--- src/rtl/fft_control_radix2.sv ---
// Control unit for an in-place radix-2 DIT FFT over one butterfly and a dual-port buffer.
// Define FFT_CTRL_INVERSE_EN to latch the inverse request and drive twiddle_conj.
module fft_control_radix2 #(
    parameter int LOG2N           = 3,
    parameter int MAX_OUTSTANDING = 16
) (
    input  logic                                          clk,
    input  logic                                          rst_n,
    input  logic                                          start,
    input  logic                                          inverse,
    input  logic                                          butterfly_valid,
    output logic                                          busy,
    output logic                                          done,
    output logic                                          protocol_err,
    output logic                                          butterfly_enable,
    output logic [LOG2N-1:0]                              rd_addr_x,
    output logic [LOG2N-1:0]                              rd_addr_y,
    output logic [LOG2N-2:0]                              twiddle_addr,
    output logic                                          twiddle_conj,
    output logic                                          wr_en,
    output logic [LOG2N-1:0]                              wr_addr_0,
    output logic [LOG2N-1:0]                              wr_addr_1,
    output logic [((LOG2N > 1) ? $clog2(LOG2N) : 1)-1:0]  current_stage,
    output logic [LOG2N-2:0]                              butterfly_idx
);

    localparam int N  = 1 << LOG2N;
    localparam int AW = LOG2N;
    localparam int IW = LOG2N - 1;
    localparam int SW = (LOG2N > 1) ? $clog2(LOG2N) : 1;
    localparam int PW = $clog2(MAX_OUTSTANDING);
    localparam int CW = PW + 1;

    localparam logic [AW-1:0] HALF       = AW'(N / 2);
    localparam logic [IW-1:0] LAST_IDX   = IW'(N / 2 - 1);
    localparam logic [SW-1:0] LAST_STAGE = SW'(LOG2N - 1);
    localparam logic [CW-1:0] MAX_CNT    = CW'(MAX_OUTSTANDING);

    typedef enum logic [1:0] {S_IDLE, S_ISSUE, S_DRAIN, S_DONE} state_e;

    state_e          state_q, state_d;
    logic [SW-1:0]   stage_q, stage_d;
    logic [IW-1:0]   idx_q, idx_d;
    logic [CW-1:0]   count_q, count_d;
    logic [PW-1:0]   wr_ptr_q, wr_ptr_d, rd_ptr_q, rd_ptr_d;
    logic            err_q, err_d;
    logic [2*AW-1:0] fifo_mem [MAX_OUTSTANDING];
    logic [2*AW-1:0] fifo_head;

    logic            push, pop, fifo_empty;
    int              s_int;
    logic [AW-1:0]   b_ext, span, grp, pos, x_addr, y_addr;
    logic [IW-1:0]   tw_mask, tw_addr;

    // Butterfly address map for the current stage and index.
    always_comb begin
        s_int   = int'(stage_q);
        b_ext   = {1'b0, idx_q};
        span    = HALF >> s_int;
        grp     = b_ext >> (AW - 1 - s_int);
        pos     = b_ext & (span - AW'(1));
        x_addr  = (grp << (AW - s_int)) | pos;
        y_addr  = x_addr + span;
        tw_mask = (IW'(1) << s_int) - IW'(1);
        tw_addr = (idx_q & tw_mask) << (IW - s_int);
    end

    assign fifo_empty       = (count_q == '0);
    assign butterfly_enable = (state_q == S_ISSUE) && (count_q < MAX_CNT);
    assign push             = butterfly_enable;
    assign pop              = butterfly_valid && !fifo_empty;
    assign fifo_head        = fifo_mem[rd_ptr_q];

    // NOTE: every variable gets a default before the case so no path infers a latch.
    always_comb begin
        state_d  = state_q;
        stage_d  = stage_q;
        idx_d    = idx_q;
        err_d    = err_q;
        count_d  = count_q;
        wr_ptr_d = push ? wr_ptr_q + 1'b1 : wr_ptr_q;
        rd_ptr_d = pop  ? rd_ptr_q + 1'b1 : rd_ptr_q;
        case ({push, pop})
            2'b10:   count_d = count_q + 1'b1;
            2'b01:   count_d = count_q - 1'b1;
            default: count_d = count_q;
        endcase
        if (butterfly_valid && fifo_empty) err_d = 1'b1;

        case (state_q)
            S_IDLE: begin
                if (start) begin
                    state_d  = S_ISSUE;
                    stage_d  = '0;
                    idx_d    = '0;
                    count_d  = '0;
                    wr_ptr_d = '0;
                    rd_ptr_d = '0;
                    err_d    = 1'b0;
                end
            end
            S_ISSUE: begin
                if (butterfly_enable) begin
                    if (idx_q == LAST_IDX) begin
                        state_d = S_DRAIN;
                        idx_d   = '0;
                    end else begin
                        idx_d = idx_q + 1'b1;
                    end
                end
            end
            S_DRAIN: begin
                // Barrier: the next stage may start only once its inputs are all written back.
                if (count_d == '0) begin
                    if (stage_q == LAST_STAGE) begin
                        state_d = S_DONE;
                    end else begin
                        state_d = S_ISSUE;
                        stage_d = stage_q + 1'b1;
                    end
                end
            end
            S_DONE: begin
                state_d = S_IDLE;
                stage_d = '0;
                idx_d   = '0;
            end
            default: state_d = S_IDLE;
        endcase
    end

    // NOTE: sequential state uses non-blocking assignments so all registers update together.
    always_ff @(posedge clk or negedge rst_n) begin
        if (!rst_n) begin
            state_q  <= S_IDLE;
            stage_q  <= '0;
            idx_q    <= '0;
            count_q  <= '0;
            wr_ptr_q <= '0;
            rd_ptr_q <= '0;
            err_q    <= 1'b0;
        end else begin
            state_q  <= state_d;
            stage_q  <= stage_d;
            idx_q    <= idx_d;
            count_q  <= count_d;
            wr_ptr_q <= wr_ptr_d;
            rd_ptr_q <= rd_ptr_d;
            err_q    <= err_d;
        end
    end

    // NOTE: the tag storage is not reset; the count marks valid entries and outputs are masked when empty.
    always_ff @(posedge clk) begin
        if (push) fifo_mem[wr_ptr_q] <= {x_addr, y_addr};
    end

`ifdef FFT_CTRL_INVERSE_EN
    logic inverse_q;

    always_ff @(posedge clk or negedge rst_n) begin
        if (!rst_n)                        inverse_q <= 1'b0;
        else if (state_q == S_IDLE && start) inverse_q <= inverse;
    end

    assign twiddle_conj = inverse_q && busy;
`else
    logic unused_inverse;
    assign unused_inverse = inverse;
    assign twiddle_conj   = 1'b0;
`endif

    assign busy          = (state_q == S_ISSUE) || (state_q == S_DRAIN);
    assign done          = (state_q == S_DONE);
    assign protocol_err  = err_q;
    assign rd_addr_x     = butterfly_enable ? x_addr  : '0;
    assign rd_addr_y     = butterfly_enable ? y_addr  : '0;
    assign twiddle_addr  = butterfly_enable ? tw_addr : '0;
    assign wr_en         = pop;
    assign wr_addr_0     = fifo_empty ? '0 : fifo_head[2*AW-1:AW];
    assign wr_addr_1     = fifo_empty ? '0 : fifo_head[AW-1:0];
    assign current_stage = stage_q;
    assign butterfly_idx = idx_q;

endmodule

--- config.mk ---
export PLATFORM = sky130hd
export DESIGN_NAME = fft_control_radix2
export DESIGN_NICKNAME = d
export VERILOG_FILES = /design/src/rtl/fft_control_radix2.sv
export SDC_FILE = /design/constraint.sdc
export NUM_CORES = 1
export LEC_CHECK = 0
export ABC_AREA = 1
export CAP_MARGIN = 40
export CORE_ASPECT_RATIO = 1.5
export CORE_MARGIN = 2
export CORE_UTILIZATION = 35
export DETAILED_ROUTE_END_ITERATION = 10
export GPL_TIMING_DRIVEN = 1
export PLACE_DENSITY = 0.61
export SYNTH_ARGS = -nofsm -noshare
export SYNTH_HDL_FRONTEND = slang
export SYNTH_SLANG_ARGS = --single-unit
--- constraint.sdc ---
create_clock -name clk -period 3.1 [get_ports clk]
set_input_delay 0.465 -clock clk [delete_from_list [all_inputs] [get_ports clk]]
set_output_delay 0.465 -clock clk [all_outputs]
set_load 0.02 [all_outputs]
==> results of run 1 <==
worst paths after layout:
path                       slack (ns)                            to  depth (start not counted)                   start
setup / recovery                 0.12                  wr_addr_0[1]                          8   rd_ptr_q[0]$_DFF_PN0_
min in group clk                 0.54        protocol_err$_DFF_PN0_                          2  protocol_err$_DFF_PN0_
hold / removal                   0.26  current_stage[1]$_DFFE_PN0P_                          1                   rst_n
hold reg to reg                  0.54        protocol_err$_DFF_PN0_                          2  protocol_err$_DFF_PN0_
max in group asynchronous        2.47        state_q[1]$_DFFE_PN0P_                          2                   rst_n
setup reg to reg                 0.25  current_stage[1]$_DFFE_PN0P_                         21  state_q[1]$_DFFE_PN0P_
final cells by class:
| class | count | share of cell area (%) |
|---|---|---|
| flip-flops and latches | 116 | 50.8 |
| multi-input cells | 320 | 27.2 |
| repair buffers | 44 | 6.66 |
| clock buffers | 19 | 6.50 |
| well taps | 199 | 3.74 |
| clock inverters | 13 | 2.74 |
| inverters | 42 | 2.40 |
flip-flops by register name (all words and copies together), names as in the netlist:
signal,flops
state_q,2
wr_ptr_q,4
fifo_mem,96
count_q,5
current_stage,2
protocol_err,1
butterfly_idx,2
rd_ptr_q,4
synthesized netlist by cell type, types with 10 or more instances:
library cell	n
o22ai_1	10
ha_1	19
a21oi_1	18
o221ai_1	16
inv_2	10
nand3_1	18
inv_1	30
edfxtp_1	96
dfrtp_1	20
o21ai_0	39
o21ai_1	23
nand2_1	47
nor2_1	98
clkbuf_1	12
power groups by stage:
stage	sequential, uW	clock (uW)	combinational, uW
after floorplan	2150	0	1820
after global placement	2140	0	2750
after detailed placement	2140	0	2820
after CTS	2120	2050	2850
after global routing	2140	2110	3160
final	2120	2030	2870
what timing repair did:
action / in CTS / in global routing
resized for setup: 14 / 25
pin swaps: 1 / 0
setup buffers: 0 / 0
setup endpoints to repair: 9 / 16
per-layer routing:
layer  global-route usage (%)  routed length (um)  vias to the layer above  part of all wire, %
met4                     7.30                 355                        0                  2.8
met1                     17.5                5030                     1873                   40
li1                         -                   -                     1846                    -
met2                     28.0                6720                       92                   54
met3                     3.13                 386                       20                  3.1
met5                        0                   0                        -                    0
critical path, cell delays in order (launching register included):
cell and delay, ns:
dfrtp_1 0.45, buf_8 0.25, o21ai_1 0.12, o22ai_2 0.24, nor2_1 0.07, nor2_1 0.08, o21ai_1 0.10, a21oi_1 0.16
clkdlybuf4s50_1 0.63
metrics by stage:
step | worst slack, ns | setup TNS [ns] | total power, uW
floorplan | -0.00678 | -0.0123 | 3970
global placement | 0.0633 | 0 | 4890
detailed placement | 0.0319 | 0 | 4960
CTS | -0.0125 | -0.0125 | 7020
global route | -0.0112 | -0.0118 | 7420
finish | 0.124 | 0 | 7020
cells by family after synthesis:
group | count (synthesis) | synth area share, %
and+or+nand+nor | 184 | 14.5
DFF | 116 | 63.1
buffers and inverters | 62 | 4.67
AOI/OAI and AO/OA | 110 | 12.0
xor gates and xnor gates | 4 | 0.654
other | 1 | 0.0699
muxes | 1 | 0.187
adders and majority gates | 20 | 4.81
==> flow_summary.yaml, run 1 <==
outcome:
  status: "finished clean"
worst_hold_path:
  hold_class: "input pin to asynchronous set/reset pin"
synth:
  synth-seq-cells: 116
  ys_seq_area_share_pct: 63.1
  yosys_warnings: 0
  synth.area.top_cells: "edfxtp_1 (54%), dfrtp_1 (9.3%), nor2_1 (6.9%)"
  yosysTopAreaCell: "edfxtp_1"
  synth_flop_cell: "edfxtp_1"
  syn-cell-area_um2: 5360
  synth_cell_types: 39
  syn_nets: 523
  async_reset_ff_share_pct: 17.2
  netlist.area_leader.share_pct: 53.8
  synthCells: 498
  synth_edf_count: 96
  avgSynthCellArea_um2: 10.8
job:
  maxCapViolCount: 0
critical_path:
  arrival_ns: 2.51
  critPathRequiredTime_ns: 2.63
  crit_fanout: 32
  crit_type: "flop to output port"
  cp-end-kind: "output port"
  startpoint_type: "flop"
finish:
  final_common_cell: "edfxtp_1"
  utilization_pct: 44.2
  layout-drive-gt1-share_pct: 15.9
  seqCellArea_um2: 3380
  diodes: 0
  finalNonFillerCells: 753
  fin_area_um2: 6670
  final_cell_mix: "edfxtp_1 (96), nor2_1 (95), nand2_1 (47)"
  fillers: 1387
  area_growth_pct: 24.3
  multiInputGateArea_um2: 1810
  nNetsFinal: 566
grt:
  grt_pass1_wl_um: 19500
  track_usage_pct: 15.5
  antenna_found_initial: 0
  first_global_vias: 3837
  grt_max_degree: 33
  overflow: 0
place:
  port_buffers: 26
  dp_cells: 721
  gp_congestion: 0.822
  dpl_cell_area_um2: 5950
  hpwl_um: 8450
sta:
  rsz0062_at_grt: "true"
  maxSlewHeadroom_pct: 54.5
  hold_viol: 0
  tightest_slew_ns: 0.680
  clock.fmax_mhz: 336
  setup-violations-final: 0
  period_minus_slack_ns: 2.98
  drv_slew: 0
  hold_ws_ns: 0.256
  finalCritPeriodShare_pct: 96.0
  finClkSkew_ns: 0.00836
clocking:
  cts-htree-levels: 4
  path_clk_slew_ns: 0.05
  numCtsBuffers: 17
  cts_tree: "yes"
  cts_max_path_buffers: 2
  ctsRootBufferMaster: "clkbuf_16"
  insertion_delay_ns: 0.40
  cts_hold_buf: 0
  cts_sinks: 116
power:
  intPower_uw: 4360
  pwr-share-comb_pct: 40.9
  clockPowerShare_pct: 28.9
  power_density_nw_per_um2: 1050
  p_switching_uw: 2670
  p_seq_share_pct: 30.2
  total_leakage_power_uw: 0.00260
  power.share.switching_pct: 38.0
  ir_worst_vdd_uv: 620
route:
  drt_wl_total_um: 12500
  wl_per_cell_um: 16.6
  drt_iter0_drc: 149
  ant_nets: 0
  detail_route.vias_per_cell: 5.09
  post-route-drc-count: 0
  vias: 3831
  firstDrtPassIters: 7
floorplanning:
  die_height_um: 156
  coreArea_um2: 15100
  io_pins: 29
  dieArea_um2: 16300
  start_util_pct: 35.6
  num_rows: 55
  die_w_um: 105
Note: power is estimated with default switching activity, not from simulation.
==> run 2: changes to the inputs <==
--- a/config.mk
+++ b/config.mk
@@ -12,7 +12,7 @@
 export CORE_UTILIZATION = 35
 export DETAILED_ROUTE_END_ITERATION = 10
 export GPL_TIMING_DRIVEN = 1
-export PLACE_DENSITY = 0.61
+export PLACE_DENSITY = 0.59
 export SYNTH_ARGS = -nofsm -noshare
 export SYNTH_HDL_FRONTEND = slang
 export SYNTH_SLANG_ARGS = --single-unit
==> constraint.sdc (replaced) <==
create_clock -name clk -period 3.3 [get_ports clk]
set_input_delay 0.495 -clock clk [delete_from_list [all_inputs] [get_ports clk]]
set_output_delay 0.495 -clock clk [all_outputs]
set_load 0.02 [all_outputs]
==> run 2 against run 1 <==
Sequential share of layout area rose by 1.2 points. Sequential power fell by 6%. Cell area fell by 2.3%. Final cell count fell by 0.13%. Global-route usage rose by 0.71 points. Via count rose by 0.55%. Critical path type unchanged.
==> flow_summary.yaml, run 2 (same netlist as run 1, synthesis figures left out) <==
outcome:
  status: "finished clean"
route:
  wl_per_cell_um: 16.9
  post-route-drc-count: 0
  drt_iter0_drc: 244
  firstDrtPassIters: 4
  drt_wl_total_um: 12700
  detail_route.vias_per_cell: 5.12
  ant_nets: 0
  vias: 3852
clocking:
  path_clk_slew_ns: 0.06
  cts-htree-levels: 4
  numCtsBuffers: 17
  insertion_delay_ns: 0.40
  cts_sinks: 116
  cts_tree: "yes"
  ctsRootBufferMaster: "clkbuf_16"
  post_cts_buffers: 0
  cts_max_path_buffers: 2
  cts_hold_buf: 0
floorplanning:
  die_height_um: 156
  num_rows: 55
  dieArea_um2: 16300
  die_w_um: 105
  coreArea_um2: 15100
  io_pins: 29
  start_util_pct: 35.6
sta:
  drv_slew: 0
  hold_viol: 0
  period_minus_slack_ns: 3.20
  setup-violations-final: 0
  maxSlewHeadroom_pct: 55.7
  clock.fmax_mhz: 312
  tightest_slew_ns: 0.662
  finClkSkew_ns: 0.00644
  hold_ws_ns: 0.357
  finalCritPeriodShare_pct: 97.0
critical_path:
  crit_buf_inv: 5
  critPathRequiredTime_ns: 2.80
  arrival_ns: 2.71
  crit_path_cell_trace: "inv_1, ha_1, nor3b_1, inv_1, o22ai_2, buf_6, inv_1, nor2_1, clkdlybuf4s50_1"
  crit_slowest_cell: "clkdlybuf4s50_1"
  cp_common_cell: "inv_1"
  cp_top_family: "buffers and inverters"
  crit_fanout: 17
  reg2reg_setup_slack_ns: 0.35
  startpoint_type: "flop"
  crit_type: "flop to output port"
  slowest_delay_ns: 0.64
  cp-end-kind: "output port"
power:
  power_density_nw_per_um2: 978
  power.share.switching_pct: 39.1
  pwr-share-comb_pct: 41.7
  power_uw: 6370
  intPower_uw: 3880
  p_seq_share_pct: 31.2
  clockPowerShare_pct: 27.1
  total_leakage_power_uw: 0.00245
  p_switching_uw: 2490
  ir_worst_vdd_uv: 539
grt:
  antenna_found_initial: 0
  overflow: 0
  first_global_vias: 3977
  track_usage_pct: 16.2
  grt_pass1_wl_um: 20100
  grt_max_degree: 32
finish:
  final_cell_mix: "nor2_1 (97), edfxtp_1 (96), nand2_1 (47)"
  utilization_pct: 43.2
  area_growth_pct: 21.5
  diodes: 0
  nNetsFinal: 565
  top_register: "fifo_mem"
  largestRegisters: "fifo_mem: 96 flops, count_q: 5 flops"
  final_common_cell: "nor2_1"
  layout-drive-gt1-share_pct: 12.8
  largest_reg_flops: 96
  fillers: 1352
place:
  hpwl_um: 8580
  port_buffers: 26
  gp_congestion: 0.918
job:
  maxCapViolCount: 0
worst_hold_path:
  hold_class: "input pin to asynchronous set/reset pin"
run 2: power groups by stage:
stage	Combinational, uW	Sequential, uW	Clock, uW
finish	2660	1990	1720
global route	2930	2000	1820
CTS	2650	1990	1740
detailed placement	2640	2010	0
global placement	2570	2010	0
floorplan	1710	2020	0
run 2: final cells by class:
class                           count  area [um2]  area share [%]
Timing Repair Buffer               43         412            6.32
Clock buffer                       17         425            6.53
Inverter                           42         159            2.44
Clock inverter                     15         140            2.15
Sequential cell                   116        3380            51.9
Tap cell                          199         249            3.82
Multi-Input combinational cell    320        1750            26.8
run 2: metrics by stage:
step | cell area (um2) | std cells | setup WS (ns) | TNS (ns)
2_1_floorplan | 5370 | 498 | 0.0656 | 0
3_3_place_gp | 5900 | 719 | 0.208 | 0
3_5_place_dp | 5930 | 720 | 0.218 | 0
4_1_cts | 6500 | 752 | -0.00641 | -0.00641
5_1_grt | 6510 | 752 | -0.00193 | -0.00193
6_report | 6510 | 752 | 0.0977 | 0
run 2: metal layers:
| metal | part of all wire [%] | global-route usage (%) |
|---|---|---|
| met2 | 52 | 29.0 |
| met4 | 4.2 | 9.52 |
| met1 | 39 | 17.3 |
| met3 | 4.9 | 4.05 |
| met5 | 0 | 0 |
run 2: final timing paths:
kind,from,end,cells past startpoint
worst max register to register,state_q[1]$_DFFE_PN0P_,current_stage[1]$_DFFE_PN0P_,21
worst max-delay path,current_stage[0]$_DFFE_PN0P_,rd_addr_x[1],9
worst min-delay path,rst_n,state_q[1]$_DFFE_PN0P_,1
worst min register to register,protocol_err$_DFF_PN0_,protocol_err$_DFF_PN0_,2
min in group clk,protocol_err$_DFF_PN0_,protocol_err$_DFF_PN0_,2
max in group asynchronous,rst_n,rd_ptr_q[1]$_DFF_PN0_,2
run 2: what timing repair did:
item,in CTS,in global routing
cloned,0,0
pin swaps,0,1
endpoints found under the setup margin,3,6
resized for setup,3,9
==> run 3: changes to the inputs <==
--- a/config.mk
+++ b/config.mk
@@ -11,6 +11,7 @@
 export CORE_MARGIN = 2
 export CORE_UTILIZATION = 35
 export DETAILED_ROUTE_END_ITERATION = 10
+export GPL_ROUTABILITY_DRIVEN = 0
 export GPL_TIMING_DRIVEN = 1
 export PLACE_DENSITY = 0.59
 export SYNTH_ARGS = -nofsm -noshare
==> results of run 3 <==
Final layout, timing and power as in run 2 (identical DEF).
